==> src/rtl/stopwatch_pkg.sv <==
// Shared types and constants for the scanned BCD stopwatch.
// Latency: n/a (types, constants and a pure function only).
// Backpressure: n/a.
package stopwatch_pkg;

  typedef enum logic [1:0] {
    ST_IDLE = 2'd0,
    ST_RUN  = 2'd1,
    ST_STOP = 2'd2,
    ST_LAP  = 2'd3
  } sw_state_t;

  // Active-high a..g patterns (bit 0 = a, bit 6 = g); entry 10 is blank.
  localparam logic [10:0][6:0] SEG_TABLE = {
    7'h00,  // blank
    7'h6F,  // 9
    7'h7F,  // 8
    7'h07,  // 7
    7'h7D,  // 6
    7'h6D,  // 5
    7'h66,  // 4
    7'h4F,  // 3
    7'h5B,  // 2
    7'h06,  // 1
    7'h3F   // 0
  };

  localparam int SEG_BLANK_IDX = 10;

  // Non-BCD codes cannot be produced by the counters but still map to blank.
  function automatic logic [6:0] bcd_to_seg(input logic [3:0] d);
    if (d <= 4'd9) return SEG_TABLE[d];
    else           return SEG_TABLE[SEG_BLANK_IDX];
  endfunction

endpackage

==> src/rtl/bcd_digit_cnt.sv <==
// One BCD digit (0..9) with enable, carry-in and combinational carry-out.
// Latency: q updates on the clock edge where en & cin; cout is combinational.
// Backpressure: none; clr has priority over counting.
// Ports: clk, rst (async, active-high), clr (sync zero), en, cin -> q[3:0], cout.
module bcd_digit_cnt (
  input  logic       clk,
  input  logic       rst,
  input  logic       clr,
  input  logic       en,
  input  logic       cin,
  output logic [3:0] q,
  output logic       cout
);

  logic inc;

  assign inc  = en & cin;
  assign cout = inc & (q == 4'd9);

  always_ff @(posedge clk or posedge rst) begin
    if (rst) begin
      q <= 4'd0;
    end else if (clr) begin
      q <= 4'd0;
    end else if (inc) begin
      q <= (q == 4'd9) ? 4'd0 : q + 4'd1;
    end
  end

endmodule

==> src/rtl/stopwatch_scan_n.sv <==
// N-digit BCD stopwatch (run/stop, clear, lap freeze) driving a scanned 7-segment display.
// Latency: DOUT/DSEL/OVF registered, one cycle after scan index or count change; RUNNING follows state.
// Backpressure: none; inputs are single-cycle pulses, priority CLEAR > START_STOP > LAP.
// Ports: CLK, RESET (async, active-high), START_STOP, CLEAR, LAP ->
//        DOUT[7:0] (active-low, [7]=dp), DSEL[DIGITS-1:0] (active-low one-hot), RUNNING, OVF.
// Optional: define LEADING_ZERO_BLANK_EN to blank leading zeros above DP_POS.
module stopwatch_scan_n
  import stopwatch_pkg::*;
#(
  parameter int DIGITS   = 4,
  parameter int TICK_DIV = 400000,
  parameter int SCAN_DIV = 10000,
  parameter int DP_POS   = 2
) (
  input  logic              CLK,
  input  logic              RESET,
  input  logic              START_STOP,
  input  logic              CLEAR,
  input  logic              LAP,
  output logic [7:0]        DOUT,
  output logic [DIGITS-1:0] DSEL,
  output logic              RUNNING,
  output logic              OVF
);

  localparam int PW = (TICK_DIV > 1) ? $clog2(TICK_DIV) : 1;
  localparam int SW = (SCAN_DIV > 1) ? $clog2(SCAN_DIV) : 1;
  localparam int IW = $clog2(DIGITS);

  sw_state_t state, state_nxt;
  logic      lap_cap;
  logic      active;
  logic      tick;

  logic [PW-1:0] presc;
  logic [SW-1:0] scan_cnt;
  logic [IW-1:0] scan_idx;

  logic [DIGITS-1:0][3:0] count_dig;
  logic [DIGITS-1:0][3:0] lap_dig;
  logic [DIGITS-1:0][3:0] disp_dig;
  logic [DIGITS:0]        carry;

  logic [3:0] cur_digit;
  logic       dp_on;
  logic       blank;

  // ---------------- run-control FSM ----------------
  always_ff @(posedge CLK or posedge RESET) begin
    if (RESET) state <= ST_IDLE;
    else       state <= state_nxt;
  end

  always_comb begin
    state_nxt = state;
    lap_cap   = 1'b0;
    if (CLEAR) begin
      state_nxt = ST_IDLE;
    end else if (START_STOP) begin
      case (state)
        ST_IDLE: state_nxt = ST_RUN;
        ST_RUN:  state_nxt = ST_STOP;
        ST_STOP: state_nxt = ST_RUN;
        ST_LAP:  state_nxt = ST_STOP;
        default: state_nxt = ST_IDLE;
      endcase
    end else if (LAP) begin
      case (state)
        ST_RUN: begin
          state_nxt = ST_LAP;
          lap_cap   = 1'b1;
        end
        ST_LAP:  state_nxt = ST_RUN;
        default: state_nxt = state;
      endcase
    end
  end

  assign active  = (state == ST_RUN) || (state == ST_LAP);
  assign RUNNING = active;

  // ---------------- tick prescaler ----------------
  // Holds in STOP/IDLE so resuming keeps the partial tick.
  assign tick = active && (presc == PW'(TICK_DIV - 1));

  always_ff @(posedge CLK or posedge RESET) begin
    if (RESET) begin
      presc <= '0;
    end else if (CLEAR) begin
      presc <= '0;
    end else if (active) begin
      presc <= tick ? '0 : presc + 1'b1;
    end
  end

  // ---------------- ripple BCD count ----------------
  assign carry[0] = 1'b1;

  for (genvar k = 0; k < DIGITS; k++) begin : g_digit
    bcd_digit_cnt u_digit (
      .clk  (CLK),
      .rst  (RESET),
      .clr  (CLEAR),
      .en   (tick),
      .cin  (carry[k]),
      .q    (count_dig[k]),
      .cout (carry[k+1])
    );
  end

  // Lap register snapshots the pre-increment count on the RUN->LAP edge.
  always_ff @(posedge CLK or posedge RESET) begin
    if (RESET)        lap_dig <= '0;
    else if (lap_cap) lap_dig <= count_dig;
  end

  assign disp_dig = (state == ST_LAP) ? lap_dig : count_dig;

  // ---------------- display scan ----------------
  // Free-running in every state; CLEAR deliberately does not touch it.
  always_ff @(posedge CLK or posedge RESET) begin
    if (RESET) begin
      scan_cnt <= '0;
      scan_idx <= '0;
    end else if (scan_cnt == SW'(SCAN_DIV - 1)) begin
      scan_cnt <= '0;
      scan_idx <= (scan_idx == IW'(DIGITS - 1)) ? '0 : scan_idx + 1'b1;
    end else begin
      scan_cnt <= scan_cnt + 1'b1;
    end
  end

  assign cur_digit = disp_dig[scan_idx];
  assign dp_on     = (int'(scan_idx) == DP_POS);

`ifdef LEADING_ZERO_BLANK_EN
  // hi_zero[k]: digit k and every digit above it are zero.
  logic [DIGITS-1:0] hi_zero;

  always_comb begin
    logic acc;
    acc     = 1'b1;
    hi_zero = '0;
    for (int k = DIGITS - 1; k >= 0; k--) begin
      acc        = acc && (disp_dig[k] == 4'd0);
      hi_zero[k] = acc;
    end
  end

  assign blank = (int'(scan_idx) > DP_POS) && hi_zero[scan_idx];
`else
  assign blank = 1'b0;
`endif

  // ---------------- output registers ----------------
  always_ff @(posedge CLK or posedge RESET) begin
    if (RESET) begin
      DOUT <= 8'hFF;
      DSEL <= '1;
      OVF  <= 1'b0;
    end else begin
      DSEL <= ~(DIGITS'(1) << scan_idx);
      DOUT <= blank ? 8'hFF : {~dp_on, ~bcd_to_seg(cur_digit)};
      OVF  <= carry[DIGITS] && !CLEAR;
    end
  end

endmodule

==> config.mk <==
export PLATFORM = sky130hd
export DESIGN_NAME = stopwatch_scan_n
export DESIGN_NICKNAME = d
export VERILOG_FILES = /design/src/rtl/stopwatch_pkg.sv /design/src/rtl/bcd_digit_cnt.sv /design/src/rtl/stopwatch_scan_n.sv
export SDC_FILE = /design/constraint.sdc
export NUM_CORES = 1
export LEC_CHECK = 0
export CAP_MARGIN = 20
export CORE_MARGIN = 4
export CORE_UTILIZATION = 50
export CTS_BUF_LIST = sky130_fd_sc_hd__clkbuf_8
export DETAILED_ROUTE_END_ITERATION = 6
export PLACE_DENSITY = 0.71
export SLEW_MARGIN = 20
export SYNTH_ARGS = -nofsm -noshare
export SYNTH_HDL_FRONTEND = slang
export SYNTH_SLANG_ARGS = --single-unit
export TNS_END_PERCENT = 20
==> constraint.sdc <==
create_clock -name CLK -period 2.35 [get_ports CLK]
set_clock_uncertainty 0.05 [all_clocks]
set_input_delay 0.235 -clock CLK [delete_from_list [all_inputs] [get_ports CLK]]
set_output_delay 0.235 -clock CLK [all_outputs]
set_load 0.02 [all_outputs]
==> results.md, run 1 <==
* Final Hold Fails at 0
* Yosys reg bits at 81
* WL per Instance at 14.7 um
* Vias at 2932
* Area Overhead vs Synth at 18.1%
* DIE AREA at 0.00991 mm^2
* Final setup vio count at 0
* Post-synthesis sequential area ratio at 0.487
* Synthesized instance count at 391
* Initial DRC count at 159
* Max Slew Vio Count at 0
* Peak-usage layer in the global routing report: met2
* Vias in the first global route at 2955
* H-tree depth at 3
* Synth warnings at 0
* Chip height at 99.6 um
* Initial Util at 0.513
* Post-Route WL at 8.00 mm
* LEAKAGE at 2.21 nW
* Synth area leader: dfrtp_1
* Clock period minus worst slack at 2.27 ns
* Syn nets at 416
* First-pass GRT wire length at 13.8 mm
* Min Hold Slack at 0.159 ns
* # rows at 33
* Crit-path max FO at 4
* Synth top area share at 0.418
* Clk buf depth at 2
* Clk sinks at 81
* Crit path DAT at 2.53 ns
* Drc violations at 0
* Async SR Flop Fraction at 1.00
* Largest net degree at the start of global routing at 51
* PortBufs at 18
* Clock-pin transition on the worst setup and hold timing paths at 0.10 ns
* GP Congestion at 0.833
* Final setup margin at 0.0831 ns
* Post-synth EDFFs at 0
* HP Class: in -> async
* TritonCTS clock tree: done
* Slew @ Worst Pin at 0.545 ns
* Pwr dens at 545 mW/mm^2
* Top post-synthesis cells by count: dfrtp_1 (70), nor2_1 (42), nand2_1 (23), xnor2_1 (23)
* Placeable Area at 0.00818 mm^2
* Later-pin clock latency in the skew report at 0.37 ns
* Top-count cell post-synth: dfrtp_1
* Reg2Reg Setup Slack at 0.08 ns
* GR met2 Demand/Resource at 0.275
* Router iterations before antenna repair at 5
* Initial antenna violation count at 0
* Gr usage total at 0.174
* Aggregate global routing overflow at 0
* Primary FF master, synth: dfrtp_1
* Fmax at 441 MHz
* Syn Area/Cell at 10.7 um^2
* DIE WIDTH at 99.6 um
* CTS Buf Count at 9
* Max-cap viol count at 0
* Root Driver: clkbuf_8
* Cell area after synthesis at 0.00419 mm^2
* Path type of the worst setup path: reg -> reg
* Vias/cell at 5.40
* Number of hold buffers added after cts at 0
* HPWL Detailed at 5.54 mm
* Crit path launch type: flip-flop
* Setup TNS at 0 ns
* Nets at 458
* Global Route met1 Usage at 0.242
* I/O pins at 19
* Met3 Resource Use GR at 0.0281
* Post-DRT Antenna Nets at 0
* Run status: complete, no violations
* Maximum vdd drop at 0.287 mV
* Ant diodes at 0
* Fraction of the cycle the final worst path needs at 0.965
* Slew headroom at 0.636
* Synth unique cells at 51
* Setup WS pre-CTS at -0.0339 ns
* Final core occ at 0.606
* Synth area leaders: dfrtp_1 (42%), dfstp_2 (6.9%), ha_1 (6.0%)
* R2r worst-path depth at 9
* Fraction of layout cells with a size suffix above 1 at 0.228
* Critical path capture point type: flip-flop
* Req. time, crit path at 2.61 ns
-- registers in the layout (all words and copies together) (netlist names) --
register and flops:
presc 19, g_digit.u_digit.q 16, lap_dig 16, scan_cnt 14, DOUT 7, DSEL 4
scan_idx 2, state 2, OVF 1
-- layer usage --
metal	vias up	wire length (um)	part of all wire
met5	-	0	0
met3	6	323	0.040
li1	1449	-	-
met4	0	64	0.0080
met2	45	3860	0.48
met1	1432	3740	0.47
-- cells in the final DEF, fill, tap and decap left out, types with 2 or more instances in the layout --
master and count:
nand2_1 22, a31oi_1 4, nand2b_1 5, nor4_4 2, nor2_1 41, dfrtp_1 70, nor4_1 5, buf_12 2
inv_1 18, or3_2 3, clkdlybuf4s50_1 18, nor3b_1 2, mux2_2 18, buf_4 29, dfstp_2 11, a2111oi_0 4
a21boi_0 2, xnor2_1 23, ha_1 20, inv_6 3, mux4_2 6, and3_1 9, xor2_1 6, bufinv_16 2
a31o_2 2, or3_1 10, or4_1 2, nor3_1 8, nand4b_1 3, mux2i_1 6, clkbuf_8 9, a21oi_1 13
and3b_1 3, o21ai_0 7, nor2b_1 3, nand3_1 13, nand4_1 9
-- repair_timing --
| item | in CTS | in global routing |
|---|---|---|
| resized for setup | 1 | 7 |
| pin swaps | 0 | 2 |
| setup endpoints to repair | 6 | 25 |
| buffers inserted | 0 | 1 |
-- stage by stage --
| stage | std cells | total power [mW] | cell area, um^2 |
|---|---|---|---|
| 5_1_grt | 543 | 2.79 | 4950 |
| 2_1_floorplan | 391 | 1.50 | 4200 |
| 4_1_cts | 542 | 2.73 | 4910 |
| 3_5_place_dp | 526 | 1.55 | 4680 |
| 6_report | 543 | 2.70 | 4950 |
| 3_3_place_gp | 526 | 1.54 | 4680 |
-- layout make-up --
class                           instances  area [um^2]
Clock buffer                            9          124
Sequential cell                        81         2040
Inverter                               21         82.6
Tap cell                              105          131
Fill cell                             689         3220
Clock inverter                          7          106
Multi-Input combinational cell        271         2030
Timing Repair Buffer                   49          438
-- worst max-delay path, cell delays in order, from the launching register on --
cell and delay (ns):
dfrtp_1 0.38, buf_4 0.13, and3_1 0.13, a2111oi_0 0.05
or4_1 0.63, ha_1 0.30, nor2_4 0.14, inv_1 0.06
a31oi_1 0.22, a31o_2 0.14
-- cells by family (layout without fill, tap and decap cells) --
logic type | count (synthesis) | count (layout) | share of synthesized area
xor+xnor | 29 | 29 | 0.0606
buf+inv | 39 | 86 | 0.0370
mux | 31 | 31 | 0.0973
fa+ha+maj | 20 | 20 | 0.0597
simple gates | 149 | 149 | 0.193
flops | 81 | 81 | 0.487
compound gates | 42 | 42 | 0.0654
-- power breakdown --
group / internal [mW] / leakage, nW / switching, mW
Sequential: 1.40 / 1.08 / 0.00744
Combinational: 0.0413 / 1.01 / 0.0653
Clock: 0.619 / 0.117 / 0.562
Total: 2.06 / 2.21 / 0.635
-- path summary, 6_finish.rpt --
kind | start | endpoint
max | state[0] | DOUT[2]
min | RESET | scan_cnt[11]
max reg2reg | state[0] | DOUT[2]
min reg2reg | scan_cnt[0] | scan_cnt[0]
max in group asynchronous | RESET | lap_dig[5]
min in group CLK | scan_cnt[0] | scan_cnt[0]
Note: power is estimated with default switching activity, not from simulation.
==> inputs of run 2 (changes only) <==
- CORE_MARGIN: 4 -> 3
==> results.md, run 2 (synthesized netlist as in run 1, its figures left out) <==
* CTS Buf Count at 9
* Slew headroom at 0.698
* Router iterations before antenna repair at 4
* Placeable Area at 0.00793 mm^2
* Buf/Inv on CP at 1
* First-pass GRT wire length at 13.8 mm
* Initial Util at 0.529
* Path type of the worst setup path: reg -> reg
* Max Slew Vio Count at 0
* Slowest CP cell: or4_1
* Critical path origin: presc[10]
* Reg2Reg Launch Point: presc[10]
* H-tree depth at 3
* Chip height at 97.6 um
* Run status: complete, no violations
* Clock period minus worst slack at 2.25 ns
* Area Overhead vs Synth at 16.5%
* Area post-placement at 0.00466 mm^2
* Clk buf depth at 2
* Gr usage total at 0.176
* Fmax at 445 MHz
* Nets at 457
* DIE WIDTH at 97.6 um
* Clk sinks at 81
* Crit-path max FO at 9
* R2r endpoint: g_digit[3].u_digit.q[2]
* Ant diodes at 0
* Pwr dens at 504 mW/mm^2
* Critical path capture point type: flip-flop
* Root Driver: clkbuf_8
* Final Hold Fails at 0
* Min Hold Slack at 0.119 ns
* Initial DRC count at 173
* Number of hold buffers added after cts at 0
* Crit path max-delay family: simple AND/OR/NAND/NOR gates
* CP endpoint: g_digit[3].u_digit.q[2]
* Crit path launch type: flip-flop
* Drc violations at 0
* Max-cap viol count at 0
* # rows at 32
* WL per Instance at 15.0 um
* HPWL Detailed at 5.67 mm
* Crit path DAT at 2.47 ns
* GP Congestion at 0.818
* Setup TNS at 0 ns
* LEAKAGE at 2.18 nW
* Final setup vio count at 0
* Req. time, crit path at 2.58 ns
* Vias in the first global route at 2866
* Total power at 2.46 mW
* TritonCTS clock tree: done
* CP cell instances: or3_1 > nor4_4 > buf_4 > nand4_4 > or4_1 > a21oi_1
* HP Class: in -> async
* Fraction of the cycle the final worst path needs at 0.956
* Largest register FFs at 19
* I/O pins at 19
* Most common cell after layout, fill and taps aside: dfrtp_1
* R2r worst-path depth at 6
* Vias at 3024
* Initial antenna violation count at 0
* Worst path depth at 6
* Largest stage delay, worst path at 0.50 ns
* Largest net degree at the start of global routing at 46
* PortBufs at 18
* Fraction of layout cells with a size suffix above 1 at 0.227
* Clock-pin transition on the worst setup and hold timing paths at 0.08 ns
* Most frequent cells in the layout: dfrtp_1 (68), nor2_1 (41), buf_4 (29)
* Aggregate global routing overflow at 0
* Fillers at 652
* Largest Register: presc
* Final Cell Area at 0.00488 mm^2
* Later-pin clock latency in the skew report at 0.35 ns
* Maximum vdd drop at 0.399 mV
* Post-DRT Antenna Nets at 0
* DIE AREA at 0.00952 mm^2
* Slew @ Worst Pin at 0.452 ns
* Reg2Reg Setup Slack at 0.10 ns
* Post-Route WL at 8.08 mm
* Vias/cell at 5.61
* Largest registers: presc (19), g_digit.u_digit.q (16), lap_dig (16)
[run 2: per-stage QoR]
step                instances  worst slack (ns)   util
floorplan                 391           0.00312      -
global route              539         -0.000154  0.616
CTS                       538           0.00449  0.611
finish                    539             0.103  0.616
global placement          522            0.0671  0.588
detailed placement        522           -0.0493  0.588
[run 2: worst min path at each step]
stage	from	to	slack, ns
CTS	RESET	presc[16]	0.12
global route	RESET	presc[16]	0.12
detailed placement	scan_cnt[0]	scan_cnt[0]	0.42
finish	RESET	presc[16]	0.12
global placement	scan_cnt[0]	scan_cnt[0]	0.41
floorplan	START_STOP	state[0]	0.33
[run 2: cell type report]
type / instances / area (um^2) / area share
clock inverter: 7 / 56.3 / 0.0115
sequential: 81 / 2040 / 0.418
tap: 102 / 128 / 0.0261
multi-input combinational: 271 / 2030 / 0.417
timing repair buffer: 48 / 418 / 0.0856
inverter: 21 / 80.1 / 0.0164
clock buffer: 9 / 124 / 0.0254
[run 2: per-layer routing]
metal	up-vias	track usage	share of wire
li1	1449	-	-
met1	1515	0.238	0.46
met2	48	0.272	0.49
met3	12	0.0546	0.031
met4	0	0.0554	0.021
met5	-	0	0
[run 2: timing repair]
action                                  CTS  global route
resized for setup                         2             9
setup buffers                             0             1
endpoints found under the setup margin    6            34
pin swaps                                 0             2
[run 2: power by group]
part           switching [mW]  total, mW  leakage [nW]  internal, mW
combinational          0.0615     0.0980          1.00        0.0365
clock                   0.470      0.945         0.107         0.474
sequential             0.0113       1.42          1.07          1.40
total                   0.543       2.46          2.18          1.92
